--- config.mk ---
export PLATFORM = sky130hd
export DESIGN_NAME = dm_access_ctrl_flat
export DESIGN_NICKNAME = d
export VERILOG_FILES = /design/src/rtl/dm_access_ctrl_if.sv /design/src/rtl/dm_access_ctrl.sv /design/src/flat_wrapper.sv
export SDC_FILE = /design/constraint.sdc
export NUM_CORES = 1
export LEC_CHECK = 0
export ABC_AREA = 1
export BUFFER_PORTS_ARGS = -buffer_cell sky130_fd_sc_hd__buf_4
export CAP_MARGIN = 20
export CORE_MARGIN = 5
export CORE_UTILIZATION = 39
export DETAILED_ROUTE_END_ITERATION = 16
export PLACE_DENSITY_LB_ADDON = 0.25
export SYNTH_ARGS = -nofsm -noshare
export SYNTH_HDL_FRONTEND = slang
export SYNTH_SLANG_ARGS = --single-unit
--- constraint.sdc ---
create_clock -name CLK -period 2.1 [get_ports CLK]
set_input_delay 0.21 -clock CLK [delete_from_list [all_inputs] [get_ports CLK]]
set_output_delay 0.21 -clock CLK [all_outputs]
set_load 0.1 [all_outputs]
--- src/rtl/dm_access_ctrl_if.sv ---
// Request/acknowledge bus between the data-memory access controller
// and a multi-cycle data memory.
interface dm_access_ctrl_if;
  logic        mem_req;
  logic        mem_we;
  logic [31:0] mem_addr;
  logic [31:0] mem_wdata;
  logic [31:0] mem_rdata;
  logic        mem_ack;

  modport master (
    output mem_req,
    output mem_we,
    output mem_addr,
    output mem_wdata,
    input  mem_rdata,
    input  mem_ack
  );

  modport slave (
    input  mem_req,
    input  mem_we,
    input  mem_addr,
    input  mem_wdata,
    output mem_rdata,
    output mem_ack
  );
endinterface

--- src/rtl/dm_access_ctrl.sv ---
// Sequences loads, word stores and read-modify-write partial stores
// against a req/ack data memory, stalling the pipeline meanwhile.
module dm_access_ctrl #(
  parameter int TIMEOUT = 255
) (
  input  logic                    CLK,
  input  logic                    RESET,
  input  logic                    MemRead_IN,
  input  logic                    MemWrite_IN,
  input  logic [31:0]             Address_IN,
  input  logic [31:0]             WriteData_IN,
  input  logic [1:0]              WriteSize_IN,
  output logic [31:0]             ReadData_OUT,
  output logic                    STALL_OUT,
  output logic                    ERR_OUT,
  dm_access_ctrl_if.master        mem
);

  localparam int CW = $clog2(TIMEOUT + 1);
  localparam logic [CW-1:0] CNT_LAST = CW'(TIMEOUT - 1);

  typedef enum logic [1:0] {
    IDLE,
    READ,
    WRITE,
    DONE
  } state_t;

  state_t        state;
  logic [CW-1:0] cnt;
  logic          is_store;
  logic          expired;

  assign expired = (cnt == CNT_LAST);

  assign mem.mem_req   = (state == READ) || (state == WRITE);
  assign mem.mem_we    = (state == WRITE);
  assign mem.mem_addr  = Address_IN & ~32'h3;
  assign mem.mem_wdata = (state == WRITE) ? WriteData_IN : 32'h0;

  assign STALL_OUT = (state == READ) || (state == WRITE) ||
                     ((state == IDLE) && (MemRead_IN || MemWrite_IN));

  always_ff @(posedge CLK) begin
    if (RESET) begin
      state        <= IDLE;
      cnt          <= '0;
      is_store     <= 1'b0;
      ReadData_OUT <= 32'h0;
      ERR_OUT      <= 1'b0;
    end else begin
      unique case (state)
        IDLE: begin
          cnt <= '0;
          if (MemWrite_IN) begin
            is_store <= 1'b1;
            state    <= (WriteSize_IN == 2'd0) ? WRITE : READ;
          end else if (MemRead_IN) begin
            is_store <= 1'b0;
            state    <= READ;
          end
        end
        READ: begin
          if (mem.mem_ack) begin
            ReadData_OUT <= mem.mem_rdata;
            cnt          <= '0;
            state        <= is_store ? WRITE : DONE;
          end else if (expired) begin
            // Poison value so a dead load is recognisable downstream
            ReadData_OUT <= 32'hDEADBEEF;
            ERR_OUT      <= 1'b1;
            state        <= DONE;
          end else begin
            cnt <= cnt + 1'b1;
          end
        end
        WRITE: begin
          if (mem.mem_ack) begin
            state <= DONE;
          end else if (expired) begin
            ERR_OUT <= 1'b1;
            state   <= DONE;
          end else begin
            cnt <= cnt + 1'b1;
          end
        end
        DONE: begin
          state <= IDLE;
        end
      endcase
    end
  end

endmodule
--- src/flat_wrapper.sv ---
// flat-port wrapper written by rule: the top's interface ports become plain ports
module dm_access_ctrl_flat 
#(
  parameter int TIMEOUT = 255
)
  (CLK, RESET, MemRead_IN, MemWrite_IN, Address_IN, WriteData_IN, WriteSize_IN, ReadData_OUT, STALL_OUT, ERR_OUT, mem_mem_req, mem_mem_we, mem_mem_addr, mem_mem_wdata, mem_mem_rdata, mem_mem_ack);
  dm_access_ctrl_if mem_i ();
  input  logic CLK;
  input  logic RESET;
  input  logic MemRead_IN;
  input  logic MemWrite_IN;
  input  logic [31:0] Address_IN;
  input  logic [31:0] WriteData_IN;
  input  logic [1:0] WriteSize_IN;
  output logic [31:0] ReadData_OUT;
  output logic STALL_OUT;
  output logic ERR_OUT;
  output wire logic [$bits(mem_i.mem_req)-1:0] mem_mem_req;
  output wire logic [$bits(mem_i.mem_we)-1:0] mem_mem_we;
  output wire logic [$bits(mem_i.mem_addr)-1:0] mem_mem_addr;
  output wire logic [$bits(mem_i.mem_wdata)-1:0] mem_mem_wdata;
  input wire logic [$bits(mem_i.mem_rdata)-1:0] mem_mem_rdata;
  input wire logic [$bits(mem_i.mem_ack)-1:0] mem_mem_ack;
  assign mem_mem_req = mem_i.mem_req;
  assign mem_mem_we = mem_i.mem_we;
  assign mem_mem_addr = mem_i.mem_addr;
  assign mem_mem_wdata = mem_i.mem_wdata;
  assign mem_i.mem_rdata = mem_mem_rdata;
  assign mem_i.mem_ack = mem_mem_ack;
  dm_access_ctrl #(.TIMEOUT(TIMEOUT)) u_core (.CLK(CLK), .RESET(RESET), .MemRead_IN(MemRead_IN), .MemWrite_IN(MemWrite_IN), .Address_IN(Address_IN), .WriteData_IN(WriteData_IN), .WriteSize_IN(WriteSize_IN), .ReadData_OUT(ReadData_OUT), .STALL_OUT(STALL_OUT), .ERR_OUT(ERR_OUT), .mem(mem_i));
endmodule
==> results.yml, run 1 <==
place:
  routabilityCongestion: 0.7982
  port-buffer-count: 138
  hpwl_um: 5491
worst_setup_path:
  worstSetupStartpoint: "u_core.state[0]$_SDFFE_PP0P_"
  slowest_delay_ps: 410
  cp-start-kind: "flop"
  cp-endpoint: "mem_mem_wdata[26]"
  timing.rr.end: "u_core.cnt[3]$_SDFFE_PP0P_"
  regToRegSetupSlack_ps: 230
  slowest_stage: "ha_4"
  r2r_start: "u_core.state[0]$_SDFFE_PP0P_"
  cp-end-kind: "output pin"
  path_cells: "inv_1 -> ha_4 -> nand2_1 -> clkinvlp_4 -> buf_4"
  crit_fanout: 37
  r2r_cells: 7
  crit_required_ps: 1890
  arrival_ps: 1800
  worstSetupPathType: "flop to output pin"
floorplanning:
  die_area_sq_um: 7823
  pin_count: 203
  core-area_sq_um: 5956
  die_h_um: 88.45
  rows: 28
  fp.dieW_um: 88.45
  start_util_pct: 40.29
finish:
  num_antenna_cells: 0
  nNetsFinal: 571
  final_common_cell: "buf_4"
  final_cell_mix: "buf_4 (139), nand2_1 (79), nor2_1 (54)"
  syn2layout_area_growth_pct: 45.67
  fin_util_pct: 58.70
  drive_above_1_share_pct: 41.00
  fillers: 570
routing:
  drt-total-wl_um: 7053
  dr_total_vias: 2520
  ant_nets: 0
  drt_iter0_drc: 114
  routedWlPerCell_um: 13.16
  firstDrtPassIters: 4
  drc: 0
  viasPerCell: 4.701
clock_tree:
  cts_hold_buf: 0
  cts_inserted_buffers: 5
  cts_tree: "yes"
  ctsResizeCount: 0
  clockRootBuffer: "clkbuf_8"
  h-tree-depth: 2
  clkTransAtPathRegs_ps: 80
  postCtsSetupRepairBufs: 0
  cts.sink_count: 44
  clk_latency_ps: 290
  cts_max_path_buffers: 2
power_and_ir_drop:
  p_per_area_nw_per_um2: 964.1
  vdd_drop_max_uv: 734.4
  power_leakage_nw: 1.581
  p_total_mw: 3.370
timing:
  fmax_mhz: 497.4
  post-route-period-util_pct: 95.74
  fin_crit_ps: 2010
  rsz0062_at_grt: "no"
  tightestPinTransition_ps: 651.5
  setup_violations: 0
  fin_setup_tns_ps: 0
  skew_ps: 8.099
  slew_viol_final: 0
  final_hold_viol_count: 0
  relSlewSlack_pct: 56.52
global_route:
  antenna_found_initial: 0
  grt_pass1_wl_um: 10540
  grt_overflow_total: 0
  grt_start_max_net_pins: 38
  globalRouteTotalUtil_pct: 17.12
  first_global_vias: 2352
yosys:
  netlist_area_sq_um: 2400
  syn_avg_cell_area_sq_um: 6.703
  yosysWarnings: 0
  postSynthCellCount: 358
  yosysSeqAreaShare_pct: 36.70
  ys_ff_latch: 44
  ys_types: 26
flow_run:
  max-cap-violations: 0
worst_hold_path:
  hp-class: "primary input to flop"
  holdPathStages: 3
outcome:
  outcome: "completed"
## worst max-delay path: cells and delay by family (launching register included)
family,cells,cell delay (ps)
buf+inv,3,560
flops,1,350
fa+ha+maj,1,410
simple gates,1,160
## sequential cells by signal, summed over array words and instances (netlist names)
| signal | cells |
|---|---|
| u_core.is_store | 1 |
| u_core.state | 2 |
| u_core.ERR_OUT | 1 |
| u_core.ReadData_OUT | 32 |
| u_core.cnt | 8 |
## worst min path at each step
stage          slack (ps)              start                                    to
2_1_floorplan         360  mem_mem_rdata[14]  u_core.ReadData_OUT[14]$_SDFFE_PP0P_
3_3_place_gp          420     Address_IN[15]                      mem_mem_addr[15]
3_5_place_dp          420     Address_IN[15]                      mem_mem_addr[15]
4_1_cts               160   mem_mem_rdata[8]   u_core.ReadData_OUT[8]$_SDFFE_PP0P_
5_1_grt               160  mem_mem_rdata[20]  u_core.ReadData_OUT[20]$_SDFFE_PP0P_
6_report              170  mem_mem_rdata[14]  u_core.ReadData_OUT[14]$_SDFFE_PP0P_
## power by group
group | internal, mW | switching, mW
clock network | 0.468 | 0.285
registers | 0.916 | 0.0483
logic | 0.369 | 1.28
## area by class of cell
type                    count  area, sq um  area share [%]
flip-flops and latches     44        880.8           25.20
inverters                  50        302.8           8.661
clock buffers               5        68.82           1.969
well taps                  75        93.84           2.684
multi-input cells         221         1046           29.92
clock inverters             2        60.06           1.718
repair buffers            139         1044           29.85
## metal layers
layer	global-route usage (%)	wire, um	vias up
met2	30.46	3472	141
met5	0	0	-
li1	-	-	1253
met4	5.907	121	0
met3	7.914	917	12
met1	17.72	2542	1114
## cells in the mapped netlist
cell type,n,area share [%]
inv_4,1,0.26
o31ai_1,1,0.31
conb_1,1,0.16
buf_4,32,10
a21oi_1,20,4.2
or2_2,1,0.26
nand2_1,79,12
nor2_2,4,1.0
dfxtp_1,44,37
buf_1,3,0.47
clkbuf_1,6,0.94
o21a_1,1,0.31
inv_1,49,7.7
nand3b_1,1,0.31
buf_6,2,0.94
nand3_1,9,1.9
nor2_1,54,8.4
nand4_1,2,0.52
nand2_2,3,0.78
o21ai_0,32,6.7
nand2_4,1,0.47
buf_2,1,0.21
ha_1,7,3.6
xnor2_1,1,0.37
a21oi_2,1,0.37
xor2_1,2,0.73
## logic make-up (layout without fill, tap and decap cells)
| group | Yosys count | after routing | synth area share [%] |
|---|---|---|---|
| other | 1 | 2 | 0.1563 |
| AO/OA/AOI/OAI | 55 | 55 | 11.84 |
| AND/OR/NAND/NOR | 154 | 154 | 26.07 |
| adder cells (fa/ha/maj) | 7 | 7 | 3.649 |
| buffers and inverters | 94 | 196 | 20.49 |
| XOR/XNOR | 3 | 3 | 1.095 |
| flip-flops | 44 | 44 | 36.70 |
## stage by stage
stage | area [sq um] | instances | worst slack, ps | hold slack (ps)
global placement | 3367 | 529 | 336.4 | 420.7
finish | 3496 | 536 | 89.56 | 167.7
floorplan | 2531 | 359 | 81.84 | 359.0
global route | 3496 | 536 | 21.70 | 160.2
CTS | 3496 | 536 | 92.83 | 160.1
detailed placement | 3367 | 529 | 264.3 | 420.7
(Power assumes the default switching activity.)
==> run 2: changes to the inputs <==
- CELL_PAD_IN_SITES_DETAIL_PLACEMENT: not set -> 1
- CELL_PAD_IN_SITES_GLOBAL_PLACEMENT: not set -> 2
- CORE_UTILIZATION: 39 -> 18
- CTS_BUF_LIST: not set -> sky130_fd_sc_hd__clkbuf_4 sky130_fd_sc_hd__clkbuf_8
==> run 2 against run 1 <==
  * Register-to-register slack improved by 40 ps
  * First-iteration DRC count down 62%
  * Sequential power rose by 0.4%
  * Die area increased by 100%
  * Critical path type unchanged
  * Critical endpoint is now STALL_OUT
  * Largest cell class is now buffers
==> results.yml, run 2 (synthesis gave the netlist of run 1 again) <==
timing:
  fmax_mhz: 514.2
  skew_ps: 6.824
  setup_ws_ps: 155.3
  post-route-period-util_pct: 92.60
  fin_setup_tns_ps: 0
  slew_viol_final: 0
  final_hold_viol_count: 0
  rsz0062_at_grt: "no"
  setup_violations: 0
  fin_crit_ps: 1945
place:
  dp_cells: 632
  routabilityCongestion: 0.7365
  dpl_cell_area_sq_um: 3508
  pre_cts_slack_ps: 245.9
  port-buffer-count: 138
  hpwl_um: 6347
worst_setup_path:
  regToRegSetupSlack_ps: 270
  cp-start-kind: "flop"
  r2r_start: "u_core.state[0]$_SDFFE_PP0P_"
  timing.rr.end: "u_core.cnt[2]$_SDFFE_PP0P_"
  crit_required_ps: 1890
  cp-end-kind: "output pin"
  r2r_cells: 8
  worstSetupPathType: "flop to output pin"
  arrival_ps: 1730
  crit_fanout: 5
routing:
  dr_total_vias: 2530
  ant_nets: 0
  firstDrtPassIters: 4
  routedWlPerCell_um: 13.15
  drt-total-wl_um: 8401
  viasPerCell: 3.959
  drt_iter0_drc: 43
  drc: 0
global_route:
  grt_start_max_net_pins: 38
  globalRouteTotalUtil_pct: 10.05
  antenna_found_initial: 0
  grt_pass1_wl_um: 13160
  grt_overflow_total: 0
  first_global_vias: 2642
power_and_ir_drop:
  p_total_mw: 3.157
  p_per_area_nw_per_um2: 868.0
  vdd_drop_max_uv: 552.9
  power_leakage_nw: 1.583
flow_run:
  max-cap-violations: 0
finish:
  num_antenna_cells: 0
  regMostFlops: "u_core.ReadData_OUT"
  largest_reg_flops: 32
  nNetsFinal: 575
  regArea_sq_um: 880.8
  drive_above_1_share_pct: 41.25
  syn2layout_area_growth_pct: 51.56
  largestRegisters: "u_core.ReadData_OUT x32, u_core.cnt x8, u_core.state x2"
  final_cell_mix: "buf_4 (132), nand2_1 (79), nor2_1 (54)"
  fillers: 1646
  final_common_cell: "buf_4"
  multi_input_area_sq_um: 1046
  final_cells: 639
  final_area_sq_um: 3637
floorplanning:
  die_area_sq_um: 15740
  pin_count: 203
  die_h_um: 125.5
  start_util_pct: 18.27
  core-area_sq_um: 13140
  rows: 42
  fp.dieW_um: 125.5
clock_tree:
  clk_latency_ps: 300
  cts.sink_count: 44
  clockRootBuffer: "clkbuf_8"
  h-tree-depth: 2
  cts_hold_buf: 0
  clkTransAtPathRegs_ps: 80
  cts_inserted_buffers: 5
  cts_tree: "yes"
  cts_max_path_buffers: 2
worst_hold_path:
  hp-class: "primary input to flop"
  hold_end: "u_core.ReadData_OUT[14]$_SDFFE_PP0P_"
  hold_start: "mem_mem_rdata[14]"
  holdPathStages: 3
outcome:
  outcome: "completed"
run 2: cell types whose count changed in the layout (fill, tap and decap cells not counted):
cell       previous run  this run
buf_6                 0        10
buf_8                 0         1
buf_4               139       132
bufinv_16             2         0
run 2: cell type report:
class | instances | area share (%)
clock buffer | 5 | 1.892
inverter | 50 | 8.325
tap | 176 | 6.054
timing repair buffer | 143 | 30.75
sequential | 44 | 24.22
multi-input combinational | 221 | 28.76
run 2: worst max-delay path by stage:
stage	start	to	cells after the start
after global routing	u_core.state[0]$_SDFFE_PP0P_	u_core.cnt[3]$_SDFFE_PP0P_	8
after global placement	u_core.state[0]$_SDFFE_PP0P_	u_core.cnt[2]$_SDFFE_PP0P_	6
after detailed placement	u_core.state[0]$_SDFFE_PP0P_	u_core.cnt[2]$_SDFFE_PP0P_	6
after CTS	u_core.state[0]$_SDFFE_PP0P_	mem_mem_wdata[3]	5
after floorplan	u_core.state[0]$_SDFFE_PP0P_	mem_mem_wdata[10]	6
final	u_core.state[1]$_SDFFE_PP0P_	STALL_OUT	4
run 2: stage by stage:
step | hold WS [ps] | utilization (%)
6_report | 175.2 | 27.69
5_1_grt | 160.0 | 27.69
4_1_cts | 156.7 | 27.23
3_5_place_dp | 420.7 | 26.70
3_3_place_gp | 420.7 | 26.70
2_1_floorplan | 359.0 | -
run 2: layer usage:
metal / share of wire (%) / wire length, um / GRT usage, %
met2: 46 / 3886 / 16.96
met1: 39 / 3313 / 10.74
met3: 13 / 1093 / 5.928
met5: 0 / 0 / 0
met4: 1.3 / 107 / 2.615
run 2: where the power goes:
| group | internal (mW) | switching (mW) |
|---|---|---|
| combinational | 0.393 | 1.31 |
| sequential | 0.916 | 0.0514 |
| clock | 0.215 | 0.275 |
| total | 1.52 | 1.63 |
run 2: what timing repair did:
item | in CTS | in global routing
buffers inserted | 0 | 2
setup endpoints to repair | 0 | 30
resized for setup | 0 | 10
run 2: worst max-delay path, stage by stage (launching register included):
cell     delay, ps
dfxtp_1        470
inv_1          120
ha_2           310
or2_2          300
buf_4          230
